### config.mk
export PLATFORM = sky130hd
export DESIGN_NAME = mem_req_arbiter
export DESIGN_NICKNAME = d
export VERILOG_FILES = /design/src/rtl/arbiter_pkg.sv /design/src/rtl/mem_req_arbiter_id_fifo.sv /design/src/rtl/mem_req_arbiter.sv
export SDC_FILE = /design/constraint.sdc
export NUM_CORES = 1
export LEC_CHECK = 0
export CAP_MARGIN = 20
export CORE_MARGIN = 1.5
export CORE_UTILIZATION = 27
export CTS_CLUSTER_SIZE = 30
export DETAILED_ROUTE_END_ITERATION = 7
export GPL_TIMING_DRIVEN = 0
export PLACE_DENSITY = 0.92
export SLEW_MARGIN = 5
export SYNTH_ARGS = -nofsm -noshare
export SYNTH_HDL_FRONTEND = slang
export SYNTH_HIERARCHICAL = 1
export SYNTH_SLANG_ARGS = --single-unit
### constraint.sdc
create_clock -name clk -period 2.6 [get_ports clk]
set_input_delay 0.52 -clock clk [delete_from_list [all_inputs] [get_ports clk]]
set_output_delay 0.52 -clock clk [all_outputs]
set_load 0.03 [all_outputs]
### src/rtl/arbiter_pkg.sv
// Shared types and helpers for the memory request arbiter.
// Round-robin pick and ID width calculation.
package arbiter_pkg;

    localparam int unsigned MAX_REQ = 32;

    function automatic int unsigned id_width(input int unsigned n);
        id_width = (n > 1) ? $clog2(n) : 1;
    endfunction

    function automatic int unsigned rr_pick(
        input logic [MAX_REQ-1:0] valid,
        input int unsigned        ptr,
        input int unsigned        n
    );
        int unsigned idx;
        logic        found;
        rr_pick = 0;
        found   = 1'b0;
        for (int k = 0; k < MAX_REQ; k++) begin
            idx = ptr + k;
            if (idx >= n) idx = idx - n;
            if (k < n && !found && valid[idx[4:0]]) begin
                rr_pick = idx;
                found   = 1'b1;
            end
        end
    endfunction

endpackage

### src/rtl/mem_req_arbiter_id_fifo.sv
// In-order FIFO of issuer IDs for outstanding memory requests.
// Wrap-bit pointers; head is read straight from storage.
module id_fifo
    import arbiter_pkg::*;
#(
    parameter int DEPTH = 4,
    parameter int WIDTH = 1
) (
    input  logic             clk,
    input  logic             reset,
    input  logic             push,
    input  logic             pop,
    input  logic [WIDTH-1:0] din,
    output logic             full,
    output logic             empty,
    output logic [WIDTH-1:0] head
);

    localparam int AW = $clog2(DEPTH);

    logic [WIDTH-1:0] mem [DEPTH];
    logic [AW:0]      wr_ptr;
    logic [AW:0]      rd_ptr;

    assign empty = (wr_ptr == rd_ptr);
    assign full  = (wr_ptr[AW] != rd_ptr[AW]) &&
                   (wr_ptr[AW-1:0] == rd_ptr[AW-1:0]);
    assign head  = mem[rd_ptr[AW-1:0]];

    // Advance pointers on push/pop; reset empties the queue.
    always_ff @(posedge clk or posedge reset) begin
        if (reset) begin
            wr_ptr <= '0;
            rd_ptr <= '0;
        end else begin
            if (push) wr_ptr <= wr_ptr + 1'b1;
            if (pop)  rd_ptr <= rd_ptr + 1'b1;
        end
    end

    // Store the pushed ID; storage needs no reset.
    always_ff @(posedge clk) begin
        if (push) mem[wr_ptr[AW-1:0]] <= din;
    end

endmodule

### src/rtl/mem_req_arbiter.sv
// Round-robin arbiter sharing one memory request channel,
// with in-order response routing back to each issuer.
module mem_req_arbiter
    import arbiter_pkg::*;
#(
    parameter int REQ_NUM   = 2,
    parameter int DATA_SIZE = 32,
    parameter int ID_DEPTH  = 4
) (
    input  logic                         clk,
    input  logic                         reset,
    input  logic                         kill,
    input  logic [REQ_NUM-1:0]           req_valid,
    output logic [REQ_NUM-1:0]           req_ready,
    input  logic [REQ_NUM*DATA_SIZE-1:0] req_data,
    output logic [REQ_NUM-1:0]           resp_valid,
    output logic [DATA_SIZE-1:0]         resp_data,
    output logic                         mreq_valid,
    input  logic                         mreq_ready,
    output logic [DATA_SIZE-1:0]         mreq_data,
    input  logic                         mresp_valid,
    input  logic [DATA_SIZE-1:0]         mresp_data,
    output logic                         err_resp
);

    localparam int IDW = id_width(REQ_NUM);

    logic [IDW-1:0]     rr_ptr;
    logic               lock;
    logic [IDW-1:0]     locked_id;
    logic [IDW-1:0]     grant;
    logic [IDW-1:0]     rr_grant;
    logic [MAX_REQ-1:0] valid_ext;
    logic               hs;
    logic               pop;
    logic               fifo_full;
    logic               fifo_empty;
    logic [IDW-1:0]     head_id;

    // Widen requester valids to the helper's fixed width.
    always_comb begin
        valid_ext               = '0;
        valid_ext[REQ_NUM-1:0]  = req_valid;
    end

    assign rr_grant   = IDW'(rr_pick(valid_ext, 32'(rr_ptr), REQ_NUM));
    assign grant      = lock ? locked_id : rr_grant;
    assign mreq_valid = req_valid[grant] && !fifo_full && !kill && !reset;
    assign mreq_data  = req_data[grant*DATA_SIZE +: DATA_SIZE];
    assign hs         = mreq_valid && mreq_ready;
    assign pop        = mresp_valid && !fifo_empty;
    assign resp_data  = mresp_data;

    // One-hot accept for the granted requester on handshake.
    always_comb begin
        req_ready        = '0;
        req_ready[grant] = hs;
    end

    // One-hot response strobe to the oldest outstanding issuer.
    always_comb begin
        resp_valid          = '0;
        resp_valid[head_id] = pop;
    end

    // Round-robin pointer, grant lock and sticky error flag.
    always_ff @(posedge clk or posedge reset) begin
        if (reset) begin
            rr_ptr    <= '0;
            lock      <= 1'b0;
            locked_id <= '0;
            err_resp  <= 1'b0;
        end else begin
            if (hs) begin
                rr_ptr <= (grant == IDW'(REQ_NUM - 1)) ? '0 : grant + 1'b1;
            end
            if (kill) begin
                lock <= 1'b0;
            end else if (mreq_valid && !mreq_ready) begin
                lock      <= 1'b1;
                locked_id <= grant;
            end else if (hs) begin
                lock <= 1'b0;
            end
            if (mresp_valid && fifo_empty) err_resp <= 1'b1;
        end
    end

    id_fifo #(
        .DEPTH (ID_DEPTH),
        .WIDTH (IDW)
    ) u_id_fifo (
        .clk   (clk),
        .reset (reset),
        .push  (hs),
        .pop   (pop),
        .din   (grant),
        .full  (fifo_full),
        .empty (fifo_empty),
        .head  (head_id)
    );

endmodule
==> reports/metrics.csv, run 1 <==
stage,metric,value,unit
sta,worst rel slew slack,60.21,%
die,I/O pin cnt,173,
synthesis,dominant cells by area after synthesis,"mux2_2, dfrtp_1, buf_4, edfxtp_1, ha_1",
die,Die Wd,75.81,µm
grt,gr ovfl total,0,
die,core region area,5107,µm²
grt,vias in the first global route,1557,
drt,drc violations,0,
die,FP Rows,26,
die,die span in y,75.81,µm
sta,RSZ-0062 raised after global routing,false,
synthesis,Post-synth ARST share,71.43,%
synthesis,Synth Area per Inst,10.52,µm²
clock_tree,CTS tree,yes,
place,I/O Buffers,140,
synthesis,synthesized cell area,1431,µm²
worst_setup_path,CP peak stage delay,0.34,ns
clock_tree,CTS Hold Bufs,0,
worst_setup_path,Worst Setup Start Kind,input port,
cells_and_area,Finished Layout Cells,360,
worst_setup_path,worst endpoint required time,2.08,ns
synthesis,Synth Register Bits,14,
sta,worst-margin pin slew,0.5955,ns
drt,vias per std cell,4.350,
clock_tree,clk sinks,14,
cells_and_area,P&R area growth vs syn,106.1,%
synthesis,yosys warns,6,
grt,pin count of the biggest net entering global routing,11,
sta,Worst Clk Skew,0.002947,ns
sta,fin crit share,97.55,%
synthesis,top-count cell post-synth,buf_4,
clock_tree,CTS Buf Count,3,
die,die footprint,5747,µm²
worst_setup_path,CP top delay family,buffers and inverters,
sta,"Min Clock Period, post-route",2.536,ns
grt,first-pass GRT wire length,6955,µm
worst_setup_path,worst path cell trace,"dlygate4sd2_1, and2b_4, o21ai_4, buf_6, buf_8, mux2_2, buf_2",
synthesis,Cells after Synth,136,
power_and_ir_drop,Power Dens Cells,716.9,nW/µm²
worst_setup_path,"Data arrival, critical path",2.02,ns
place,"Cell Area, Placed",2920,µm²
cells_and_area,final instance area,2950,µm²
clock_tree,Skew-Pair Late Insertion Delay,0.25,ns
cells_and_area,layout cells sized above 1,41.03,%
place,DP HPWL,4349,µm
place,Inst Count DP,346,
drt,drt pass-1 iters,4,
cells_and_area,Final nets,399,
grt,antenna violations before repair,0,
worst_setup_path,CP max stage cell,mux2_2,
clock_tree,clk slew on worst S/H paths,0.06,ns
sta,Final setup viols,0,
worst_setup_path,worst-path maximum fanout,10,
grt,total global-route track usage,16.33,%
synthesis,commonest cells in the netlist,"buf_4, mux2_2, dfrtp_1",
power_and_ir_drop,Leak,0.001309,µW
worst_setup_path,Worst setup EP type,output port,
drt,Routed wire per std cell,14.49,µm
drt,via count,1566,
place,GPL Wtd Cong,0.7798,
synthesis,Synth area leader,mux2_2,
drt,Post-DRT Antenna Nets,0,
synthesis,"EDFF count, synth",4,
worst_hold_path,HP Class,reg2reg,
sta,"Hold Violations, Final",0,
synthesis,Yosys top cell area share,23.60,%
cells_and_area,fill count,455,
clock_tree,CTS H-Tree Depth,1,
worst_setup_path,Crit Path Category,in2out,
cells_and_area,Ant. Diodes,0,
sta,Peak Freq,394.3,MHz
worst_setup_path,CP bufs+invs,4,
outcome,status,finished clean,
drt,Routed WL,5218,µm
clock_tree,Clock Root Buffer,clkbuf_8,
die,Initial Utilization,28.03,%
drt,DR iter-0 viols,41,
run,MaxCap Viol Count,0,
sta,final max-slew violation count,0,
cells_and_area,final core occ,57.77,%
synthesis,Post-synth top flop,dfrtp_1,
power_and_ir_drop,Peak supply drop,0.0003735,V
worst_setup_path,flop2flop setup slack,0.34,ns
power_and_ir_drop,total power,2115,µW
synthesis,Mapped Nets,244,
synthesis,"Distinct cells, synth",32,
synthesis,sequential area share after synthesis,25.87,%
clock_tree,Max Buffers Root-to-Sink,2,
routing by layer:
metal / global-route usage [%] / up-vias / share of wire [%]
li1: - / 751 / -
met5: 0 / - / 0
met3: 4.497 / 9 / 8.9
met4: 6.548 / 0 / 1.9
met1: 18.78 / 714 / 36
met2: 28.50 / 92 / 53
state kept, by name (all words and copies together) (netlist names):
signal,flops
u_id_fifo/wr_ptr,3
rr_ptr,1
u_id_fifo/rd_ptr,3
u_id_fifo/mem,4
lock,1
err_resp,1
locked_id,1
power by group:
group	switching [µW]	internal [µW]	leakage, µW
registers	88.1	315	0.000154
clock network	75.8	105	0.0000231
logic	780	752	0.00113
total	943	1170	0.00131
worst paths after layout:
kind / startpoint / cells after the start / end
setup / recovery: req_valid[0] / 7 / mreq_data[3]
setup reg to reg: u_id_fifo/wr_ptr[0]$_DFFE_PP0P_ / 6 / u_id_fifo/mem[3]$_DFFE_PP_
min in group asynchronous: reset / 2 / locked_id$_DFFE_PP0P_
hold reg to reg: err_resp$_DFFE_PP0P_ / 1 / err_resp$_DFFE_PP0P_
hold / removal: err_resp$_DFFE_PP0P_ / 1 / err_resp$_DFFE_PP0P_
max in group asynchronous: reset / 2 / u_id_fifo/rd_ptr[1]$_DFFE_PP0P_
cell type report:
class | count | area (µm²) | share of cell area, %
Multi-Input combinational cell | 80 | 772.0 | 26.17
Clock buffer | 3 | 41.29 | 1.399
Buffer | 35 | 285.3 | 9.669
Inverter | 7 | 26.28 | 0.8906
Clock inverter | 1 | 3.754 | 0.1272
Tap cell | 70 | 87.58 | 2.969
Timing Repair Buffer | 150 | 1364 | 46.23
Sequential cell | 14 | 370.4 | 12.55
cells by family after synthesis:
logic type,synth area share (%)
compound gates,4.896
xor+xnor,4.283
fa+ha+maj,4.371
buf+inv,21.77
flops,25.87
mux,27.53
simple gates,11.28
layout by cell type, fill, tap and decap left out, types with 4 or more instances in the layout:
cell and instances:
dfrtp_1 10, edfxtp_1 4, mux2_2 29, buf_2 27
inv_1 7, and2_1 6, clkdlybuf4s50_1 101, buf_4 41
xor2_1 5, ha_1 5, clkdlybuf4s15_2 4
what timing repair did:
action / 4_1_cts / 5_1_grt
gates cloned: 1 / 0
endpoints found under the setup margin: 42 / 3
resized for setup: 179 / 3
buffers inserted: 9 / 0
pin swaps: 2 / 0
stage by stage:
stage / hold WS (ns) / TNS, ns / setup WS (ns)
6_report: 0.4571 / 0 / 0.06363
5_1_grt: 0.4766 / 0 / 0.001095
4_1_cts: 0.4569 / 0 / 0.004980
3_5_place_dp: 0.4443 / -25.01 / -0.7526
3_3_place_gp: 0.4428 / -23.65 / -0.7097
2_1_floorplan: 0.2861 / 0 / 0.2253
Note: power is estimated with default switching activity, not from simulation.
==> run 2, diff against run 1 <==
--- a/config.mk
+++ b/config.mk
@@ -5,7 +5,6 @@
 export SDC_FILE = /design/constraint.sdc
 export NUM_CORES = 1
 export LEC_CHECK = 0
-export CAP_MARGIN = 20
 export CORE_MARGIN = 1.5
 export CORE_UTILIZATION = 27
 export CTS_CLUSTER_SIZE = 30
==> results of run 2 <==
Same layout as run 1: the final DEF is identical, and so are final timing and power.
==> run 3, diff against run 2 <==
--- a/config.mk
+++ b/config.mk
@@ -5,7 +5,6 @@
 export SDC_FILE = /design/constraint.sdc
 export NUM_CORES = 1
 export LEC_CHECK = 0
-export CORE_MARGIN = 1.5
 export CORE_UTILIZATION = 27
 export CTS_CLUSTER_SIZE = 30
 export DETAILED_ROUTE_END_ITERATION = 7
==> reports/metrics.csv, run 3 (synthesis gave the netlist of run 1 again) <==
stage,metric,value,unit,change
outcome,status,finished clean,,
drt,Post-DRT Antenna Nets,0,,unchanged
worst_setup_path,flop2flop setup slack,0.26,ns,-0.08 ns
drt,DR iter-0 viols,69,,+68%
drt,Routed wire per std cell,14.44,µm,-0.39%
worst_hold_path,HP Class,reg2reg,,
power_and_ir_drop,Leak,0.001303,µW,-0.48%
clock_tree,Max Buffers Root-to-Sink,2,,unchanged
worst_setup_path,Crit Path Category,in2out,,
place,I/O Buffers,140,,unchanged
sta,Final setup viols,0,,unchanged
sta,Peak Freq,403.6,MHz,+2.4%
drt,drc violations,0,,unchanged
clock_tree,Skew-Pair Late Insertion Delay,0.24,ns,about the same
sta,"Min Clock Period, post-route",2.478,ns,-0.05875 ns
place,"Cell Area, Placed",2920,µm²,unchanged
cells_and_area,Ant. Diodes,0,,unchanged
sta,setup TNS,0,ns,unchanged
worst_setup_path,worst-path maximum fanout,6,,-4
cells_and_area,"commonest non-fill, non-tap cells in the layout","clkdlybuf4s50_1, buf_4, mux2_2",,
die,FP Rows,26,,unchanged
clock_tree,CTS Buf Count,3,,unchanged
clock_tree,clk slew on worst S/H paths,0.05,ns,about the same
grt,total global-route track usage,16.73,%,+0.40 points
cells_and_area,final core occ,58.16,%,+0.39 points
grt,antenna violations before repair,0,,unchanged
grt,gr ovfl total,0,,unchanged
die,die span in y,74.81,µm,-1.3%
die,die footprint,5597,µm²,-2.6%
drt,vias per std cell,4.334,,-0.36%
worst_setup_path,"Data arrival, critical path",1.96,ns,-0.06 ns
worst_setup_path,worst endpoint required time,2.08,ns,about the same
drt,Routed WL,5140,µm,-1.5%
cells_and_area,"most common cell after layout, fill and taps aside",clkdlybuf4s50_1,,
place,pre-CTS setup slack,-0.7128,ns,+0.03977 ns
clock_tree,CTS H-Tree Depth,1,,unchanged
die,Die Wd,74.81,µm,-1.3%
cells_and_area,Final nets,395,,-1.0%
grt,vias in the first global route,1494,,-4.0%
cells_and_area,P&R area growth vs syn,107.5,%,
die,Initial Utilization,28.03,%,unchanged
clock_tree,clk sinks,14,,unchanged
die,core region area,5107,µm²,unchanged
worst_hold_path,hold path start,u_id_fifo/rd_ptr[2]$_DFFE_PP0P_,,
grt,pin count of the biggest net entering global routing,14,,+3
drt,drt pass-1 iters,4,,unchanged
clock_tree,CTS Hold Bufs,0,,unchanged
worst_setup_path,Worst Setup Start Kind,input port,,
place,GPL Wtd Cong,0.7653,,-1.9%
sta,worst-margin pin slew,0.6075,ns,+0.01200 ns
drt,via count,1543,,-1.5%
power_and_ir_drop,Peak supply drop,0.0003108,V,-17%
worst_setup_path,RR Startpoint,u_id_fifo/rd_ptr[0]$_DFFE_PP0P_,,
place,DP HPWL,4259,µm,-2.1%
sta,fin crit share,95.29,%,-2.3 points
worst_setup_path,CP startpoint,kill,,
power_and_ir_drop,Power Dens Cells,724.3,nW/µm²,+1.0%
die,I/O pin cnt,173,,unchanged
sta,worst rel slew slack,59.41,%,-0.80 points
sta,final max-slew violation count,0,,unchanged
cells_and_area,layout cells sized above 1,41.61,%,+0.57 points
clock_tree,CTS tree,yes,,
sta,worst hold slack,0.4930,ns,+0.03582 ns
run,MaxCap Viol Count,0,,unchanged
sta,min setup slack post-route,0.1224,ns,+0.05875 ns
clock_tree,Clock Root Buffer,clkbuf_8,,
grt,first-pass GRT wire length,7100,µm,+2.1%
cells_and_area,max FFs per register,4,,unchanged
worst_setup_path,Worst setup EP type,output port,,
sta,"Hold Violations, Final",0,,unchanged
cells_and_area,final instance area,2970,µm²,+0.68%
sta,Worst Clk Skew,0.003126,ns,+0.0001788 ns
## run 3: changes by cell type in the layout (fill, tap and decap cells not counted), moves of 2 or more
cell	previous run	this run
buf_4	41	36
xor2_2	0	2
xor2_1	5	3
buf_2	27	24
buf_6	3	5
## run 3: power breakdown
group	leakage (µW)	switching [µW]	internal [µW]	total, µW
Clock	0.0000231	72.4	104	177
Sequential	0.000154	99.9	315	415
Combinational	0.00113	780	781	1560
Total	0.00130	952	1200	2150
## run 3: area by class of cell
cell class / instances / area [µm²]
inverters: 7 / 26.28
fillers: 449 / 2137
plain buffers: 35 / 285.3
repair buffers: 146 / 1363
clock inverters: 1 / 3.754
well taps: 70 / 87.58
flip-flops and latches: 14 / 370.4
clock buffers: 3 / 41.29
multi-input cells: 80 / 793.3
## run 3: what timing repair did
| action | in CTS | in global routing |
|---|---|---|
| pin swaps | 2 | 2 |
| resized for setup | 177 | 13 |
| setup buffers | 5 | 0 |
| endpoints found under the setup margin | 42 | 16 |
| cloned | 1 | 0 |
## run 3: final timing paths
kind	endpoint	depth (start not counted)
max	req_ready[0]	5
min	u_id_fifo/rd_ptr[2]$_DFFE_PP0P_	1
max reg2reg	u_id_fifo/mem[3]$_DFFE_PP_	6
min reg2reg	u_id_fifo/rd_ptr[2]$_DFFE_PP0P_	1
max in group asynchronous	u_id_fifo/wr_ptr[0]$_DFFE_PP0P_	2
min in group asynchronous	err_resp$_DFFE_PP0P_	2
## run 3: critical path, cell delays in order
cell	delay, ns
clkdlybuf4s50_1	0.50
nor3_4	0.35
nand3_1	0.12
nor3_1	0.21
clkbuf_2	0.25
## run 3: metal layers
layer  part of all wire [%]  GRT usage [%]  up-vias
li1                       -              -      741
met1                     37          19.69      709
met2                     54          30.13       87
met3                    7.5          4.418        6
met4                   0.89          4.193        0
met5                      0              0        -
## run 3: stage by stage
stage,std cells,total power (µW)
CTS,356,2134
global placement,346,1862
global route,356,2277
finish,356,2151
detailed placement,346,1905
floorplan,136,1349
